<file path="config.mk">
export PLATFORM = sky130hd
export DESIGN_NAME = bcd_timer
export DESIGN_NICKNAME = d
export VERILOG_FILES = /design/src/rtl/bcd_pkg.sv /design/src/rtl/bcd_digit.sv /design/src/rtl/bcd_timer.sv
export SDC_FILE = /design/constraint.sdc
export NUM_CORES = 1
export LEC_CHECK = 0
export ABC_AREA = 0
export CORE_MARGIN = 10
export CORE_UTILIZATION = 49
export DETAILED_ROUTE_END_ITERATION = 6
export PLACE_DENSITY = 0.77
export SYNTH_ARGS = -nofsm -noshare
export SYNTH_HDL_FRONTEND = slang
export SYNTH_SLANG_ARGS = --single-unit
</file>
<file path="constraint.sdc">
create_clock -name clk -period 2.3 [get_ports clk]
set_input_delay 0.575 -clock clk [delete_from_list [all_inputs] [get_ports clk]]
set_output_delay 0.575 -clock clk [all_outputs]
set_load 0.1 [all_outputs]
</file>
<file path="src/rtl/bcd_pkg.sv">
// Shared BCD types, digit limits and helpers for the BCD timer.
// Imported by the digit cell and the timer top.
package bcd_pkg;

    typedef logic [3:0] bcd_t;

    localparam bcd_t BCD_MAX = 4'd9;
    localparam bcd_t BCD_MIN = 4'd0;

    // Out-of-range nibbles (A..F) saturate to the largest decimal digit.
    function automatic bcd_t bcd_clamp(input bcd_t d);
        return (d > BCD_MAX) ? BCD_MAX : d;
    endfunction

endpackage

</file>
<file path="src/rtl/bcd_digit.sv">
// One combinational BCD digit cell: increment or decrement when enabled,
// with carry (up) or borrow (down) out to the next digit.
module bcd_digit
    import bcd_pkg::*;
(
    input  bcd_t d,
    input  logic en,
    input  logic up,
    output bcd_t q,
    output logic co
);

    // Next digit value and ripple out; idle when not enabled.
    always_comb begin
        q  = d;
        co = 1'b0;
        if (en) begin
            if (up) begin
                if (d >= BCD_MAX) begin
                    q  = BCD_MIN;
                    co = 1'b1;
                end else begin
                    q = d + 4'd1;
                end
            end else begin
                if (d == BCD_MIN) begin
                    q  = BCD_MAX;
                    co = 1'b1;
                end else begin
                    q = d - 4'd1;
                end
            end
        end
    end

endmodule

</file>
<file path="src/rtl/bcd_timer.sv">
// N-digit BCD up/down timer with prescaler, preload, wrap or saturate
// at terminal count, and a lap/freeze display register.
module bcd_timer
    import bcd_pkg::*;
#(
    parameter int NDIG = 3,
    parameter int DVSR = 5_000_000,
    parameter int WRAP = 1
) (
    input  logic              clk,
    input  logic              rst,
    input  logic              go,
    input  logic              clr,
    input  logic              up,
    input  logic              load,
    input  logic [4*NDIG-1:0] load_val,
    input  logic              lap,
    output logic [4*NDIG-1:0] digits,
    output logic [4*NDIG-1:0] disp,
    output logic              tick,
    output logic              tc,
    output logic              done,
    output logic              frozen
);

    localparam int DW = 4 * NDIG;
    localparam int PW = $clog2(DVSR);
    localparam logic [PW-1:0] PMAX = PW'(DVSR - 1);
    localparam bit SAT = (WRAP == 0);

    logic [PW-1:0] psc_q, psc_d;
    logic [DW-1:0] dig_q, dig_d;
    logic [DW-1:0] frz_q, frz_d;
    logic          done_q, done_d;
    logic          frz_on_q, frz_on_d;

    logic [DW-1:0] nxt;
    logic [DW-1:0] ld_clamped;
    logic [NDIG:0] cy;
    logic          at_tc;

    // Count step strobe; clr, load and reset all pre-empt a step.
    always_comb begin
        tick = !rst && !clr && !load && go && !done_q && (psc_q == PMAX);
    end

    // Ripple chain: the carry out of the top digit only fires when every
    // digit sits at the terminal value for the current direction.
    assign cy[0] = tick;

    for (genvar g = 0; g < NDIG; g++) begin : g_dig
        bcd_digit u_dig (
            .d  (dig_q[4*g +: 4]),
            .en (cy[g]),
            .up (up),
            .q  (nxt[4*g +: 4]),
            .co (cy[g+1])
        );
    end

    assign tc = cy[NDIG];

    // Terminal-value detect, used to release a saturated count.
    always_comb begin
        at_tc = 1'b1;
        for (int i = 0; i < NDIG; i++) begin
            if (dig_q[4*i +: 4] != (up ? BCD_MAX : BCD_MIN)) begin
                at_tc = 1'b0;
            end
        end
    end

    // Per-digit clamp of the preload value.
    always_comb begin
        ld_clamped = '0;
        for (int i = 0; i < NDIG; i++) begin
            ld_clamped[4*i +: 4] = bcd_clamp(load_val[4*i +: 4]);
        end
    end

    // Next-state: clr beats load beats count step; lap is independent
    // of load but ignored under clr.
    always_comb begin
        psc_d    = psc_q;
        dig_d    = dig_q;
        done_d   = done_q;
        frz_d    = frz_q;
        frz_on_d = frz_on_q;
        if (clr) begin
            psc_d    = '0;
            dig_d    = '0;
            done_d   = 1'b0;
            frz_on_d = 1'b0;
        end else begin
            if (lap) begin
                if (frz_on_q) begin
                    frz_on_d = 1'b0;
                end else begin
                    frz_on_d = 1'b1;
                    frz_d    = dig_q;
                end
            end
            if (load) begin
                dig_d  = ld_clamped;
                psc_d  = '0;
                done_d = 1'b0;
            end else begin
                if (go && !done_q) begin
                    psc_d = (psc_q == PMAX) ? '0 : psc_q + 1'b1;
                end
                if (tc && SAT) begin
                    done_d = 1'b1;
                end else if (tick) begin
                    dig_d = nxt;
                end else if (done_q && !at_tc) begin
                    done_d = 1'b0;
                end
            end
        end
    end

    // State registers with synchronous reset.
    always_ff @(posedge clk) begin
        if (rst) begin
            psc_q    <= '0;
            dig_q    <= '0;
            frz_q    <= '0;
            done_q   <= 1'b0;
            frz_on_q <= 1'b0;
        end else begin
            psc_q    <= psc_d;
            dig_q    <= dig_d;
            frz_q    <= frz_d;
            done_q   <= done_d;
            frz_on_q <= frz_on_d;
        end
    end

    assign digits = dig_q;
    assign disp   = frz_on_q ? frz_q : dig_q;
    assign done   = done_q;
    assign frozen = frz_on_q;

endmodule
</file>
# Word level (Yosys, flattened, before mapping)
# Cells that the tools add are included.
# totals
reg_bits,48
wordCells,70
# classes
addsub,7
n_lt_le_gt_ge,6
mux,31
reduce_logical,18
eq_ne,1
n_bitwise,1
# op_table
op,count
$mux W4,14
$mux W12,3
$add A23 B1 Y23 const B,1
$eq A23 B23 Y1 const B,1
$mux W23,1
$mux W1,13
$add A4 B1 Y4 const B,3
$ge A4 B4 Y1 const B,3
$gt A4 B4 Y1 const B,3
$logic_not A4 Y1,3
$sub A4 B1 Y4 const B,3
$reduce_and A2 Y1,3
$reduce_bool A2 Y1,3
$logic_and A1 B1 Y1,4
$logic_not A1 Y1,3
$reduce_or A3 Y1,1
$reduce_or A2 Y1,1
$not A1 Y1,1

# Longest topological paths before layout
# Gate-level depths: netlist of run 1.
# depth
depth_word,10
ltp_mapped,8

# Cells and area by module
# From an unflattened synthesis of run 1, not the netlist that was laid out.
# hier_totals
hier_cells,391
hier_area_um2,3342.0
# by_module_without_submodules
mod,cells_per_inst,n_inst,seq_area_each_um2,area_each_um2
bcd_timer,277,1,960.9,2471.1
bcd_digit,38,3,0.0,290.3

# Worst setup path before layout of run 1
# No wires, ideal clock.
# synth_path
path_type,reg-to-output
startpoint,register dig_q[3] (netlist: digits[3])
endpoint,output port disp[3]
setup_slack_ps,-1893
path_stages_with_launch,4
t_required_ps,1725
arrival_time_ps,3618
cell_sequence,dfxtp_1 clkbuf_1 inv_1 o21ai_0
# synth_via
elab_chain_cells,1
# synth_rtl
item,line,text
from (decl),bcd_timer.sv:32,"logic [DW-1:0] dig_q, dig_d;"
from (signal assigned),bcd_timer.sv:132,dig_q <= dig_d;
$mux W12,-,
to (decl),bcd_timer.sv:19,"output logic [4*NDIG-1:0] disp,"
# No other way between the ends.

# Worst setup path in the final report of run 1
# layout_path
startpoint,register dig_q[0] (netlist: digits[0])
endpoint,output port tc
# layout_via
elab_chain_cells,6
# layout_rtl
item,line,text
$ge A4 B4 Y1 / $logic_not A4 Y1 (equally long branches),"bcd_digit.sv:19, bcd_digit.sv:26",
"$mux W1, on equally long branches","bcd_digit.sv:19, bcd_digit.sv:26",
$mux W1 (*),bcd_digit.sv:18,if (up) begin
$mux W1 (*) (3 in series),bcd_digit.sv:17,if (en) begin
to (decl),bcd_timer.sv:21,"output logic tc,"
# Every way passes the cells marked *; elsewhere a longest branch is shown, timed or not.

==> results of run 1 <==
-- cells by family (layout without fill, tap and decap cells) --
kind of cell	Yosys count	count (layout)	share of synthesized area [%]
simple gates	143	143	24.44
compound gates	74	74	19.26
flops	48	48	32.58
buf+inv	34	118	5.219
xor+xnor	25	25	7.425
mux	18	18	6.279
fa+ha+maj	11	11	4.667
other cells	1	1	0.1272
-- sequential cells by signal, indices dropped and copies added (netlist names) --
signal / cells
psc_q: 23
digits: 12
frz_q: 12
frozen: 1
-- what timing repair did --
action	in CTS	in global routing
resized for setup	32	11
pin swaps	12	7
setup endpoints to repair	8	2
buffers inserted	16	5
-- stage by stage --
| step | std cells | hold WS (ps) | TNS (ps) |
|---|---|---|---|
| 3_5_place_dp | 484 | 480.9 | -1583 |
| 3_3_place_gp | 484 | 469.9 | -1282 |
| 4_1_cts | 508 | 502.6 | -100.8 |
| 2_1_floorplan | 354 | 454.4 | -444.9 |
| 6_report | 513 | 500.2 | -121.5 |
| 5_1_grt | 513 | 535.5 | -343.3 |
-- how the worst min path moves through the flow --
stage | end | start | depth (start not counted) | slack, ps
after global placement | frz_q[7]$_SDFFE_PP0P_ | frz_q[7]$_SDFFE_PP0P_ | 2 | 470
final | frz_q[10]$_SDFFE_PP0P_ | frz_q[10]$_SDFFE_PP0P_ | 2 | 500
after CTS | frz_q[10]$_SDFFE_PP0P_ | frz_q[10]$_SDFFE_PP0P_ | 2 | 500
after floorplan | frz_q[11]$_SDFFE_PP0P_ | frz_q[11]$_SDFFE_PP0P_ | 2 | 450
after global routing | frz_q[1]$_SDFFE_PP0P_ | frz_q[1]$_SDFFE_PP0P_ | 2 | 540
after detailed placement | frz_q[10]$_SDFFE_PP0P_ | frz_q[10]$_SDFFE_PP0P_ | 2 | 480
-- power by group through the flow --
stage / combinational, mW / clock (mW) / sequential (mW)
floorplan: 0.265 / 0 / 0.943
global placement: 0.476 / 0 / 0.888
detailed placement: 0.483 / 0 / 0.889
CTS: 0.502 / 0.645 / 0.869
global route: 0.542 / 0.672 / 0.873
finish: 0.516 / 0.636 / 0.869
-- cell type report --
class / instances / area, um2
Timing Repair Buffer: 98 / 973.4
Clock buffer: 5 / 68.82
Sequential cell: 48 / 1002
Clock inverter: 3 / 47.55
Inverter: 12 / 52.55
Multi-Input combinational cell: 272 / 2078
Fill cell: 397 / 1569
Tap cell: 75 / 93.84
-- tightest hold or removal path, cell delays in order, from the launching register on --
cell	delay (ps)
sky130_fd_sc_hd__dfxtp_1	330
sky130_fd_sc_hd__mux2i_1	70
sky130_fd_sc_hd__nor2_1	70
-- cell usage in the layout (no fill, tap or decap), types with 3 or more instances in the layout --
cell,n
sky130_fd_sc_hd__o22ai_1,3
sky130_fd_sc_hd__xor2_1,17
sky130_fd_sc_hd__a311oi_1,3
sky130_fd_sc_hd__xnor2_1,8
sky130_fd_sc_hd__o21ai_0,11
sky130_fd_sc_hd__clkbuf_8,5
sky130_fd_sc_hd__buf_4,64
sky130_fd_sc_hd__o31ai_1,4
sky130_fd_sc_hd__nor3_1,4
sky130_fd_sc_hd__o21ai_4,9
sky130_fd_sc_hd__a21oi_1,6
sky130_fd_sc_hd__ha_4,3
sky130_fd_sc_hd__nand4_1,9
sky130_fd_sc_hd__a31oi_1,7
sky130_fd_sc_hd__dfxtp_1,27
sky130_fd_sc_hd__buf_12,16
sky130_fd_sc_hd__mux2_2,3
sky130_fd_sc_hd__nand3_1,15
sky130_fd_sc_hd__and4_1,4
sky130_fd_sc_hd__clkdlybuf4s50_1,13
sky130_fd_sc_hd__nand2_1,27
sky130_fd_sc_hd__mux2i_1,14
sky130_fd_sc_hd__dfxtp_2,15
sky130_fd_sc_hd__nor2_1,54
sky130_fd_sc_hd__o21a_1,3
sky130_fd_sc_hd__ha_1,8
sky130_fd_sc_hd__dlygate4sd2_1,3
sky130_fd_sc_hd__inv_1,8
sky130_fd_sc_hd__dfxtp_4,6
sky130_fd_sc_hd__nand2b_1,5
-- metal layers --
layer	track usage, %	up-vias
met4	4.698	0
met1	17.95	1363
met2	29.89	95
met5	0	-
met3	3.698	11
li1	-	1435
==> summary.md, run 1 <==
The flow ran to the end, but the final reports show violations. Cells fill 73.34% of the core in the end. The root buffer cell chosen for the clock tree is sky130_fd_sc_hd__clkbuf_8. The run gives 0 as the total of max-cap violations. By area the synthesized netlist is led by sky130_fd_sc_hd__dfxtp_1 33%, sky130_fd_sc_hd__nor2_1 6.9%, sky130_fd_sc_hd__xor2_1 5.0%. Each instance of the synthesized netlist takes up on average 8.331 um2.

The critical path ends at tc. In this run the count of I/O pins placed on the die edge is 47. The final reports fail on negative setup slack. The relative contribution of sequential cells to total power is 43.0%. The die covers 9522 um2. Subtracting the final worst setup slack from the clock period gives 2407 ps. The routed design uses 474 um of met3 wire.

Total number of cells along the worst setup path: 7. The cell area that synthesis handed to floorplanning was 2949 um2. The sequential fraction of the synthesis area was 32.58%. The netlist uses 63 different library cells.

Dividing total power by cell area gives a power density of 468.2 nW/um2. Flip-flop cell with the highest count after synthesis: sky130_fd_sc_hd__dfxtp_1. STA classifies the critical path endpoint as an output port. The final critical-path setup slack is -107.4 ps, and the vertical die dimension is 97.58 um. The tools report the worst slack at placement as -397.4 ps. Traced cell by cell, the critical path runs through inv_4 -> ha_4 -> or3b_4 -> a31o_4 -> nand3_4 -> a21oi_4 -> buf_12. Detailed routing inserted a total of 2,904 vias. Summed over all cells, the static leakage comes to 1.607 nW. In the final routed layout, each cell accounts on average for 16.16 um.

The cell type with the highest aggregate area in the netlist was sky130_fd_sc_hd__dfxtp_1. At the worst endpoint, the required time is 1730 ps. Later-pin clock latency in the skew report: 310 ps. The detailed router finished its first iteration with 181 violations. The clock input transition at the sequential cells of the worst setup and hold paths is 100 ps, and the total nets after synthesis is 384. The clock network accounts for 31.5% of the total power.

The share of total power dissipated in combinational logic is 25.5%. The final worst clock skew is 10.68 ps. The largest single stage delay on the critical path is 380 ps. VDD sags by at most 335.7 uV. The number of cells on the worst reg-to-reg path is 11. The final critical path takes up 104.7% of the cycle.

The sort of element at the start of the critical path was a flop. Routability-driven placement finished with a final weighted congestion of 0.9059. Clock tree synthesis inserted a total of 5 buffers. For this block, wires on met1 add up to 3.402 mm. In this run the critical register-to-register path is captured at digits[11]$_SDFFE_PP0P_. The most common cell in the synthesized netlist is sky130_fd_sc_hd__nor2_1.

Top fanout value on the critical path: 3. After synthesis, the most frequently instantiated cells are 54 x sky130_fd_sc_hd__nor2_1, 48 x sky130_fd_sc_hd__dfxtp_1, 27 x sky130_fd_sc_hd__nand2_1. Based on the critical path, the design can be clocked at up to 0.4154 GHz. Count of pins over their slew limit: 0. Grouping stages by cell kind, the critical path spends the most delay in simple AND/OR/NAND/NOR gates. For this design the total switching power over the nets is 0.6501 mW. The critical path starts at digits[0]$_SDFFE_PP0P_. The synthesis-to-layout area growth was 46.37%. The longest clock path from root to sink contains 2 buffers. Across all register-to-register paths, the minimum setup slack is 130 ps. The count of buffers added on input and output ports is 45. The routed design has 8.289 mm of wire. Highest metal layer with signal wires: met4. Proportion of register bits with asynchronous set or reset after synthesis: 0%. Data on the critical path arrives at its endpoint at 1830 ps. Internal power comes to 1.371 mW. The half-perimeter wire length of the detailed placement result is 5.798 mm. Setup violations remaining at the end of the flow were counted as 2. The switching share of power is 32.17%. Synthesis handed over a netlist of 354 instances. After detailed routing, the number of remaining DRC violations is 0.

The count of nets left with antenna violations once routing finished came out at 0. The initial utilization of the core area, before any placement, comes to 50.11%. Summed over all layers, the global routing overflow is 0. The finished cells cover 4317 um2. The first global-routing pass estimated 13.31 mm of wire. The number of antenna diodes in the final layout is 0. The yosys synthesis warning count was 0; the buffers plus inverters on the worst setup path was 2. Cells with a size suffix above 1 make up 35.16% of the layout. The final layout contains 467 nets. The run gives 2,805 as the number of global-route vias before repair.

In this run the core area contains 28 standard-cell rows. The logs give 0 for the number of antenna violations at the first check in global routing and 2.021 mW for the total power draw. The placed instances occupy a cell area of 3925 um2.

The tools report the startpoint of the most critical register-to-register path as digits[4]$_SDFFE_PP0P_. For the met2 layer wire length in the routed design, the log shows 4.271 mm. After floorplanning, the core was sized to cover 5886 um2. The cell with the biggest individual delay on the critical path was sky130_fd_sc_hd__dfxtp_4. Across every metal layer, demand over resource in global routing totals 16.24%. In this run, synthesis inferred 0 flip-flops with an integrated enable. For the hold violation count in the final report, the log shows 0.

The TritonCTS sink count is 48, and the first-pass detailed-route iteration total is 4. The top cell type's share of synthesized area is 32.58%. The die is 97.58 um wide. For this design, the CTS-stage hold fixing added 0 buffers. The number of H-tree branching levels is 2. The worst hold path belongs to the class flop to flop. Type of the worst setup path: flop to output port. Entering global routing, the biggest net connects 24 pins.

TritonCTS built the clock tree. The flip-flop and latch count after synthesis is 48, and the via density per instance is 5.661. Setup repair after global routing could not meet its margin everywhere.
(Power assumes the default switching activity.)
==> run 2, diff against run 1 <==
--- a/config.mk
+++ b/config.mk
@@ -10,6 +10,7 @@
 export CORE_UTILIZATION = 49
 export DETAILED_ROUTE_END_ITERATION = 6
 export PLACE_DENSITY = 0.77
+export SKIP_LAST_GASP = 1
 export SYNTH_ARGS = -nofsm -noshare
 export SYNTH_HDL_FRONTEND = slang
 export SYNTH_SLANG_ARGS = --single-unit
==> run 2 against run 1 <==
Compared with the run above:
- clock skew rose by 1.0 ps
- via count rose by 0.52%
- design area did not move
- the flow still finishes with violations (negative setup slack)
- critical path type unchanged
- highest routed layer unchanged
- critical endpoint unchanged
==> summary.md, run 2 (synthesis results as in run 1) <==
The run finished, with violations left. The final reports fail on negative setup slack. Entering global routing, the biggest net connects 24 pins. Setup repair after global routing could not meet its margin everywhere. The final critical-path setup slack came out at -107.9 ps.

Setup violations remaining at the end of the flow were counted as 2. The data arrival time of the worst path is 1830 ps, and the number of global-route vias before repair is 2,805. The tools report the cell at the root of the clock tree as sky130_fd_sc_hd__clkbuf_8. The post-layout minimum cycle time came out at 2408 ps. The tools report the number of remaining DRC errors as 0.

At the end of routability-driven placement, the weighted congestion stood at 0.9059. The deepest clock path buffer count is 2, and the internal power component is 1.371 mW. The most common library cell in the layout ignoring fill and taps was sky130_fd_sc_hd__buf_4. Along the worst path, the maximum fanout reaches 4. The type of element capturing the critical path was an output port.

The chip width came out at 97.58 um. The average routed wire per standard cell was 16.14 um. The run gives 397 as the number of fillers in the final layout. The register with the most flip-flops in the layout has 23 of them. The power per cell area is 468.5 nW/um2, and the sequential cell area is 1002 um2.

The critical path is of the flop to output port type. The number of DRC violations after detailed-routing iteration 0 was 185; the final-layout setup total negative slack was -119.7 ps. The tools report the relative contribution of sequential cells to total power as 43.0%. Global-route total usage across every layer: 16.24%. Register name with the most flops: psc_q.

STA puts the critical path data required time at 1730 ps. The static leakage is 1.607 nW, and the number of H-tree branching levels is 2. The tools report the share of power burned in the clock network as 31.5%.

The worst reg-to-reg setup slack was 130 ps. For the worst slack at placement, the log shows -397.4 ps. After detailed placement, the total cell area comes to 3925 um2. Counting tap cells, the placed design contains a total of 484 instances. The tools report the starting utilization of the core area as 50.11%. For this design, the sink count on the clock tree is 48. Synthesis-to-layout area growth: 46.37%.

The min-delay analysis places its worst path in the category flop to flop. The total wire length after detailed routing came out at 8.282 mm. The total inserted antenna cells is 0. The share of the cycle needed by the critical path after routing works out to 104.7%. The count of boundary I/O pins was 47. STA classifies the critical path startpoint as a flop. Clock latency on the worst-skew pair, taken at its later pin, is 310 ps. TritonCTS built the clock tree. The tools report the number of antenna violations at the first check in global routing as 0. For the hold violation count in the final report, the log shows 0.

The detail route stage leaves a number of antenna-violating nets equal to 0. The vias after detailed routing was 2,919; the depth of the most critical reg-to-reg path was 11. The number of buffers inserted for hold repair after clock tree synthesis is 0.

Net switching is 32.21% of the power. Counting the buffers created by CTS gives 5. The portion of total power attributed to combinational logic was 25.5%.

The final worst clock skew is 11.71 ps, and the worst hold path stage count is 2. After clock tree synthesis, the clock-pin slew on the worst setup and hold paths is 100 ps. The logs give 13.31 mm for the wire length of the first global-routing pass and 513 for the count of placed standard cells in the final layout, fillers left out. In this design, the stage delay of the slowest critical-path cell is 380 ps.

The area of all placed cells without fillers was 4317 um2; the total power draw was 2.023 mW. The tools report the first-pass detailed-route iteration total as 4. The tool flagged a number of max-cap violations equal to 0. The logs give 5.798 mm for the half-perimeter wire length of the detailed placement result and 2078 um2 for the area occupied by multi-input gates. Leaving out fill and tap cells, the most frequent cells in the layout are 64 x sky130_fd_sc_hd__buf_4, 54 x sky130_fd_sc_hd__nor2_1, 27 x sky130_fd_sc_hd__nand2_1, 27 x sky130_fd_sc_hd__dfxtp_1, 17 x sky130_fd_sc_hd__xor2_1. The via density per instance is 5.690, and the count of pins over their slew limit is 0. In this run the power spent charging and discharging nets is 0.6514 mW. Across the VDD grid, the largest voltage drop is 335.6 uV.

The floorplan step defined a die boundary enclosing 9522 um2. The total overflow left after global routing is 0. The fraction of layout cells with a size suffix above 1 was 35.16%. The critical path goes through inv_6 -> ha_4 -> or3b_4 -> a31o_4 -> nand3_4 -> a21oi_4 -> buf_12. For the count of nets after finishing, the log shows 467. The vertical die dimension was 97.58 um.

For this run, the top clock speed supported by timing is 0.4153 GHz. The area inside the core boundary is 5886 um2. The cell with the biggest individual delay on the critical path was sky130_fd_sc_hd__or3b_4. In this run the tool buffered the top-level ports with 45 buffer cells. For the number of standard-cell rows in the floorplan, the log shows 28.
[run 2: cell counts in the layout (fill, tap and decap cells not counted)]
No cell type changed its count.
[run 2: power by group through the flow]
stage | Combinational (mW) | Sequential, mW | Clock, mW
2_1_floorplan | 0.265 | 0.943 | 0
3_3_place_gp | 0.476 | 0.888 | 0
3_5_place_dp | 0.483 | 0.889 | 0
4_1_cts | 0.502 | 0.869 | 0.645
5_1_grt | 0.542 | 0.873 | 0.672
6_report | 0.515 | 0.869 | 0.638
[run 2: worst paths after layout]
check / from / end
max: digits[1]$_SDFFE_PP0P_ / tc
min: frz_q[10]$_SDFFE_PP0P_ / frz_q[10]$_SDFFE_PP0P_
max reg2reg: digits[4]$_SDFFE_PP0P_ / digits[11]$_SDFFE_PP0P_
min reg2reg: frz_q[10]$_SDFFE_PP0P_ / frz_q[10]$_SDFFE_PP0P_
[run 2: timing repair]
item | CTS | global route
gates resized for setup | 32 | 11
pin swaps | 12 | 6
buffers inserted | 16 | 5
endpoints found under the setup margin | 8 | 2
[run 2: per-stage QoR]
stage	hold WS, ps	utilization, %
floorplan	454.4	-
global placement	469.9	66.69
detailed placement	480.9	66.69
CTS	502.6	72.19
global route	535.5	73.34
finish	500.2	73.34
[run 2: area by class of cell]
type | instances | share of cell area [%]
multi-input cells | 272 | 48.14
flip-flops and latches | 48 | 23.22
repair buffers | 98 | 22.55
well taps | 75 | 2.174
clock buffers | 5 | 1.594
inverters | 12 | 1.217
clock inverters | 3 | 1.101
[run 2: metal layers]
layer | part of all wire [%] | global-route usage, %
met5 | 0 | 0
met4 | 2.1 | 4.698
met3 | 5.9 | 3.698
met2 | 51 | 29.89
met1 | 41 | 17.95
[run 2: worst max-delay path: cells and delay by family, from the launching register on]
kind / cells / cell delay (ps)
simple gates: 2 / 460
flops: 1 / 370
compound gates: 2 / 280
buf+inv: 2 / 250
fa+ha+maj: 1 / 150
